### src/rtl/router_reg.sv
`default_nettype none
// ============================================================================
//  Module      : router_reg
//  Description : Router packet datapath register. Latches the header byte,
//                steers header/payload/parity bytes onto the FIFO write bus,
//                parks one byte while the selected FIFO is full, accumulates
//                XOR parity over header and payload, captures the packet
//                parity byte and flags a mismatch.
//  Revision    : 1.0 - initial release
// ============================================================================
module router_reg #(
    parameter int DATA_WIDTH = 8,
    parameter int ADDR_BITS  = 2
) (
    input  logic                  clock,
    input  logic                  resetn,
    input  logic                  pkt_valid,
    input  logic [DATA_WIDTH-1:0] data_in,
    input  logic                  fifo_full,
    input  logic                  detect_add,
    input  logic                  ld_state,
    input  logic                  laf_state,
    input  logic                  full_state,
    input  logic                  lfd_state,
    input  logic                  rst_int_reg,
    output logic                  parity_done,
    output logic                  low_pkt_valid,
    output logic                  err,
    output logic [DATA_WIDTH-1:0] dout
);

    // Destination value that no FIFO exists for; such headers are ignored.
    localparam logic [ADDR_BITS-1:0] C_BAD_ADDR = {ADDR_BITS{1'b1}};

    logic [DATA_WIDTH-1:0] dout_q,            dout_d;
    logic [DATA_WIDTH-1:0] header_byte_q,     header_byte_d;
    logic [DATA_WIDTH-1:0] full_byte_q,       full_byte_d;
    logic [DATA_WIDTH-1:0] internal_parity_q, internal_parity_d;
    logic [DATA_WIDTH-1:0] packet_parity_q,   packet_parity_d;
    logic                  parity_done_q,     parity_done_d;
    logic                  low_pkt_valid_q,   low_pkt_valid_d;
    logic                  err_q,             err_d;

    // Next-state for every datapath register; each update evaluates independently.
    always_comb begin
        dout_d            = dout_q;
        header_byte_d     = header_byte_q;
        full_byte_d       = full_byte_q;
        internal_parity_d = internal_parity_q;
        packet_parity_d   = packet_parity_q;
        parity_done_d     = parity_done_q;
        low_pkt_valid_d   = low_pkt_valid_q;
        err_d             = err_q;

        // Header latch, skipping the unroutable address.
        if (detect_add && pkt_valid && (data_in[ADDR_BITS-1:0] != C_BAD_ADDR))
            header_byte_d = data_in;

        // FIFO write bus: header first, then live data, then the parked byte.
        if (lfd_state)
            dout_d = header_byte_q;
        else if (ld_state && !fifo_full)
            dout_d = data_in;
        else if (laf_state)
            dout_d = full_byte_q;

        // Park the byte that arrived while the FIFO was full.
        if (ld_state && fifo_full)
            full_byte_d = data_in;

        // Running parity over header and payload; the parity byte is excluded.
        if (detect_add)
            internal_parity_d = '0;
        if (lfd_state)
            internal_parity_d = internal_parity_d ^ header_byte_q;
        if (ld_state && pkt_valid && !full_state)
            internal_parity_d = internal_parity_d ^ data_in;

        // End-of-payload flag; a new set in the same cycle beats the clear.
        if (rst_int_reg)
            low_pkt_valid_d = 1'b0;
        if (ld_state && !pkt_valid)
            low_pkt_valid_d = 1'b1;

        // Parity byte capture, either directly or from the parked byte.
        if (detect_add) begin
            packet_parity_d = '0;
            parity_done_d   = 1'b0;
        end
        if (ld_state && !pkt_valid && !fifo_full) begin
            packet_parity_d = data_in;
            parity_done_d   = 1'b1;
        end
        if (laf_state && low_pkt_valid_q && !parity_done_q) begin
            packet_parity_d = full_byte_q;
            parity_done_d   = 1'b1;
        end

        // Compare once the parity byte is in; a new packet clears the flag.
        if (parity_done_q)
            err_d = (internal_parity_q != packet_parity_q);
        if (detect_add)
            err_d = 1'b0;
    end

    // State registers with synchronous active-low reset.
    always_ff @(posedge clock) begin
        if (!resetn) begin
            dout_q            <= '0;
            header_byte_q     <= '0;
            full_byte_q       <= '0;
            internal_parity_q <= '0;
            packet_parity_q   <= '0;
            parity_done_q     <= 1'b0;
            low_pkt_valid_q   <= 1'b0;
            err_q             <= 1'b0;
        end else begin
            dout_q            <= dout_d;
            header_byte_q     <= header_byte_d;
            full_byte_q       <= full_byte_d;
            internal_parity_q <= internal_parity_d;
            packet_parity_q   <= packet_parity_d;
            parity_done_q     <= parity_done_d;
            low_pkt_valid_q   <= low_pkt_valid_d;
            err_q             <= err_d;
        end
    end

    assign dout          = dout_q;
    assign parity_done   = parity_done_q;
    assign low_pkt_valid = low_pkt_valid_q;
    assign err           = err_q;

endmodule
`default_nettype wire

### config.mk
export PLATFORM = sky130hd
export DESIGN_NAME = router_reg
export DESIGN_NICKNAME = d
export VERILOG_FILES = /design/src/rtl/router_reg.sv
export SDC_FILE = /design/constraint.sdc
export NUM_CORES = 1
export LEC_CHECK = 0
export CAP_MARGIN = 5
export CORE_AREA = 2 2 85 119
export CTS_CLUSTER_DIAMETER = 100
export DETAILED_ROUTE_END_ITERATION = 8
export DIE_AREA = 0 0 87 121
export PLACE_DENSITY_LB_ADDON = 0.05
export SYNTH_ARGS = -nofsm -noshare
export SYNTH_HDL_FRONTEND = slang
export SYNTH_SLANG_ARGS = --single-unit
### constraint.sdc
create_clock -name clock -period 3.1 [get_ports clock]
set_input_delay 0.465 -clock clock [delete_from_list [all_inputs] [get_ports clock]]
set_output_delay 0.465 -clock clock [all_outputs]
set_load 0.01 [all_outputs]
==> flow_metrics.env, run 1 <==
export IMPL_status="finished, final reports clean"
export IMPL_core_area_um2=9410
export IMPL_cp_arrival_ps=2140
export IMPL_ys_types=37
export IMPL_grt_pass1_vias=1905
export IMPL_fin_tns_setup_ps=0
export IMPL_max_freq_ghz=0.502
export IMPL_nFillCells=979
export IMPL_powerDensity_nw_per_um2=506
export IMPL_grt_max_degree=44
export IMPL_drc=0
export IMPL_grt_pass1_wl_um=11100
export IMPL_start_util_pct=24.6
export IMPL_grt_busiest_layer="met2"
export IMPL_most_common_layout_cells="dfxtp_1 (43), clkdlybuf4s50_1 (28), nand2_1 (19), o21ai_0 (17), nand3_1 (16)"
export IMPL_setup_violations_final=0
export IMPL_ctsResizeCount=0
export IMPL_synth_area_per_cell_um2=9.52
export IMPL_worstMarginPinSlew_ps=608
export IMPL_critPathRequiredTime_ps=3250
export IMPL_p_leak_uw=0.00108
export IMPL_synthCells=243
export IMPL_dr_total_vias=1864
export IMPL_row_count=42
export IMPL_port_buffers=28
export IMPL_place_ws_ps=750
export IMPL_dp_hpwl_um=4990
export IMPL_min_period_over_period_pct=64.2
export IMPL_min_path_type="flip-flop to flip-flop"
export IMPL_final_common_cell="dfxtp_1"
export IMPL_antenna_cells=0
export IMPL_syn_area_um2=2310
export IMPL_dr_pass1_iters=4
export IMPL_synth_nets=261
export IMPL_cp_max_fo=17
export IMPL_grt_remaining_overflow=0
export IMPL_hold_violations=0
export IMPL_slew_viol_final=0
export IMPL_peakVddDrop_uv=187
export IMPL_root_buffer="clkbuf_16"
export IMPL_viasPerCell=4.96
export IMPL_max_slew_margin_pct=59.4
export IMPL_routedWlPerCell_um=18.7
export IMPL_die_h_um=121
export IMPL_grt_util_met1_pct=18.7
export IMPL_postCtsHoldBufs=0
export IMPL_ant_nets=0
export IMPL_multi_input_area_um2=1290
export IMPL_seqCellArea_um2=861
export IMPL_drv_cap=0
export IMPL_path_clk_slew_ps=60
export IMPL_drtIter0Drc=71
export IMPL_synth_seq_cells=43
export IMPL_endpoint_kind="flip-flop"
export IMPL_place_gp_congestion=0.683
export IMPL_met3_usage_pct=2.99
export IMPL_clock_sinks=43
export IMPL_ios=29
export IMPL_grt_met2_usage_pct=23.3
export IMPL_track_usage_pct=14.3
export IMPL_post_cts_buffers=0
export IMPL_syn2layout_area_growth_pct=22.2
export IMPL_power_total_uw=1430
export IMPL_worstSetupPathType="primary input to flip-flop"
export IMPL_rsz0062_at_grt="false"
export IMPL_tritoncts="done"
export IMPL_drive_gt1_share_pct=14.3
export IMPL_yosysWarnings=0
export IMPL_timing_final_ws_setup_ps=1110
export IMPL_min_period_ps=1990
export IMPL_die_w_um=87
export IMPL_cts_made_buffers=5
export IMPL_routed_wl_um=7030
export IMPL_fin_nets=283
export IMPL_ys_seq_area_share_pct=37.2
export IMPL_worstSetupStartpointType="primary input"
export IMPL_clock_latency_ps=300
export IMPL_die_area_um2=10500
export IMPL_antenna_found_initial=0
export IMPL_clockBufferDepth=2
export IMPL_finClkSkew_ps=9.65
export IMPL_htree_levels=2
-- critical path, cell delays in order --
cell	delay, ps
clkdlybuf4s50_1	720
nand3b_1	510
o21ai_0	380
a31oi_1	60
-- worst paths after layout --
path	start	endpoint	slack, ps	depth (start not counted)
max	laf_state	packet_parity_q[6]	1110	4
max reg2reg	parity_done	packet_parity_q[6]	1650	3
min reg2reg	header_byte_q[6]	header_byte_q[6]	470	2
min	header_byte_q[6]	header_byte_q[6]	470	2
-- power by group --
part | leakage, µW | switching [µW] | total (µW) | internal, µW
combinational | 0.000638 | 101 | 196 | 95.5
sequential | 0.000351 | 18.1 | 597 | 579
clock | 0.0000868 | 235 | 636 | 401
total | 0.00108 | 354 | 1430 | 1080
-- cell families after synthesis --
group,synth area share [%]
compound gates,19.1
xor+xnor,10.8
buf+inv,6.98
flops,37.2
simple gates,25.9
-- layout make-up --
type / count / area share, %
Clock inverter: 2 / 1.24
Multi-Input combinational cell: 170 / 45.7
Inverter: 12 / 1.59
Tap cell: 110 / 4.87
Timing Repair Buffer: 33 / 11.2
Sequential cell: 43 / 30.5
Clock buffer: 6 / 4.91
-- routing by layer --
metal	part of all wire, %	vias to the layer above
li1	-	919
met1	46	903
met2	49	37
met3	3.3	5
met4	1.4	0
met5	0	-
-- synth_stat cells, drive strengths merged --
cell type / n / share of area, %
o21ai: 17 / 3.7
inv: 11 / 1.8
clkinv: 1 / 0.16
nand2b: 9 / 2.8
nor2: 2 / 0.32
nor2b: 8 / 2.3
clkbuf: 9 / 1.5
nand3: 16 / 3.5
dfxtp: 43 / 37
a31oi: 9 / 2.4
nand2: 19 / 3.1
or3b: 7 / 2.7
o221a: 8 / 3.9
nand4b: 10 / 3.8
o21a: 1 / 0.32
nor3b: 9 / 3.4
and2: 10 / 3.3
xnor3: 8 / 7.8
a21boi: 16 / 5.2
nand3b: 1 / 0.32
nor4: 1 / 0.27
xor2: 8 / 3.0
o22ai: 1 / 0.27
nor3: 1 / 0.22
o211ai: 1 / 0.32
buf: 9 / 3.5
a311oi: 8 / 3.0
-- metrics by stage --
step | instances | instance area [µm²] | util (%) | hold slack (ps)
2_1_floorplan | 243 | 2310 | - | 447
3_3_place_gp | 368 | 2650 | 28.2 | 461
3_5_place_dp | 368 | 2650 | 28.2 | 466
4_1_cts | 376 | 2830 | 30.0 | 475
5_1_grt | 376 | 2830 | 30.0 | 512
6_report | 376 | 2830 | 30.0 | 473
-- sequential cells by signal, summed over array words and instances, names as in the netlist --
name               flops
dout                   8
err                    1
full_byte_q            8
header_byte_q          8
internal_parity_q      8
low_pkt_valid          1
packet_parity_q        8
parity_done            1
Power figures use the tool's default switching activity.
==> run 2: changes to the inputs <==
clock period = 1.73 ns   (was 3.1 ns; I/O delays follow)
==> run 2 against run 1 <==
Compared with the run above:
- sequential cell count stayed put
- via count is 0.59% higher
- clock-buffer cell count is 2 higher
- cell count is 3.7% higher
- worst setup slack worse by 910 ps
- power is 73% higher
- largest power group is now registers
==> flow_metrics.env, run 2 (synthesized netlist as in run 1, its figures left out) <==
export IMPL_maxUsedRoutingLayer="met4"
export IMPL_setup_violations_final=0
export IMPL_path_clk_slew_ps=70
export IMPL_status="finished, final reports clean"
export IMPL_die_area_um2=10500
export IMPL_worstMarginPinSlew_ps=348
export IMPL_clockBufferDepth=2
export IMPL_critical_path_top_delay_family="buffers and inverters"
export IMPL_postCtsHoldBufs=0
export IMPL_dpl_instance_area_um2=2810
export IMPL_clock_latency_ps=290
export IMPL_slew_viol_final=0
export IMPL_power_total_uw=2480
export IMPL_routed_wl_um=7070
export IMPL_powerDensity_nw_per_um2=836
export IMPL_drive_gt1_share_pct=18.2
export IMPL_min_period_over_period_pct=88.5
export IMPL_holdWs_ps=468
export IMPL_p_leak_uw=0.00115
export IMPL_ctsResizeCount=0
export IMPL_place_inst=382
export IMPL_core_area_um2=9410
export IMPL_hold_violations=0
export IMPL_dr_pass1_iters=4
export IMPL_max_slew_margin_pct=76.6
export IMPL_cp_arrival_ps=1270
export IMPL_grt_pass1_wl_um=11200
export IMPL_finClkSkew_ps=3.66
export IMPL_post_cts_buffers=0
export IMPL_rsz0062_at_grt="false"
export IMPL_routedWlPerCell_um=18.1
export IMPL_viasPerCell=4.81
export IMPL_cp_slowest_cell="clkdlybuf4s50_1"
export IMPL_start_util_pct=24.6
export IMPL_wl_met3_um=235
export IMPL_final_cell_count_no_fill=390
export IMPL_final_area_um2=2960
export IMPL_path_buf_inv=1
export IMPL_die_h_um=121
export IMPL_wl_met2_um=3490
export IMPL_seqCellArea_um2=861
export IMPL_cp_max_fo=4
export IMPL_final_common_cell="dfxtp_1"
export IMPL_min_period_ps=1530
export IMPL_cts_made_buffers=5
export IMPL_place_gp_congestion=0.686
export IMPL_grt_max_degree=44
export IMPL_tritoncts="done"
export IMPL_worstSetupStartpointType="flip-flop"
export IMPL_antenna_cells=0
export IMPL_most_common_layout_cells="dfxtp_1 (43), clkdlybuf4s50_1 (28), nand2_1 (19), o21ai_0 (17), nand3_1 (16)"
export IMPL_wl_met1_um=3230
export IMPL_root_buffer="clkbuf_16"
export IMPL_clock_sinks=43
export IMPL_fin_nets=297
export IMPL_drv_cap=0
export IMPL_die_w_um=87
export IMPL_dr_total_vias=1875
export IMPL_htree_levels=2
export IMPL_grt_pass1_vias=1869
export IMPL_port_buffers=28
export IMPL_max_freq_ghz=0.653
export IMPL_peakVddDrop_uv=314
export IMPL_grt_remaining_overflow=0
export IMPL_row_count=42
export IMPL_dp_hpwl_um=5020
export IMPL_multi_input_area_um2=1290
export IMPL_track_usage_pct=14.4
export IMPL_drc=0
export IMPL_ios=29
export IMPL_nFillCells=996
export IMPL_antenna_found_initial=0
export IMPL_slowest_delay_ps=570
export IMPL_fin_tns_setup_ps=0
export IMPL_worstSetupPathType="flip-flop to output pin"
export IMPL_syn2layout_area_growth_pct=28.1
export IMPL_min_path_type="flip-flop to flip-flop"
export IMPL_path_cells="clkdlybuf4s50_1"
export IMPL_endpoint_kind="output pin"
export IMPL_drtIter0Drc=103
export IMPL_critPathRequiredTime_ps=1470
export IMPL_ant_nets=0
run 2: changes by cell type in the layout (fill, tap and decap cells not counted), sizes merged:
| cell | previous run | this run |
|---|---|---|
| bufinv | 1 | 0 |
| buf | 5 | 19 |
| clkbuf | 6 | 8 |
| clkinv | 2 | 1 |
run 2: metrics by stage:
step                setup slack, ps  utilization (%)
floorplan                       557                -
global placement              -56.9             29.8
detailed placement            -95.0             29.8
CTS                             171             31.5
global route                   76.2             31.5
finish                          199             31.5
run 2: final timing paths:
check / start / end / slack, ps / depth (start not counted)
setup / recovery: parity_done / parity_done / 200 / 1
hold / removal: header_byte_q[6] / header_byte_q[6] / 470 / 2
setup reg to reg: parity_done / packet_parity_q[4] / 550 / 4
hold reg to reg: header_byte_q[6] / header_byte_q[6] / 470 / 2
run 2: area by class of cell:
class | instances | area share [%]
repair buffers | 47 | 16.0
multi-input cells | 170 | 43.6
inverters | 12 | 1.52
well taps | 110 | 4.64
flip-flops and latches | 43 | 29.0
clock buffers | 8 | 5.28
run 2: power by group:
part | internal, µW | switching (µW) | leakage [µW] | total (µW)
Clock | 616 | 404 | 0.0000772 | 1020
Sequential | 1040 | 31.7 | 0.000351 | 1070
Combinational | 202 | 185 | 0.000722 | 387
Total | 1860 | 621 | 0.00115 | 2480
run 2: metal layers:
layer,GRT usage (%),vias to the layer above
met5,0,-
met4,5.08,0
met3,2.59,7
met2,23.4,31
met1,18.9,892
li1,-,945
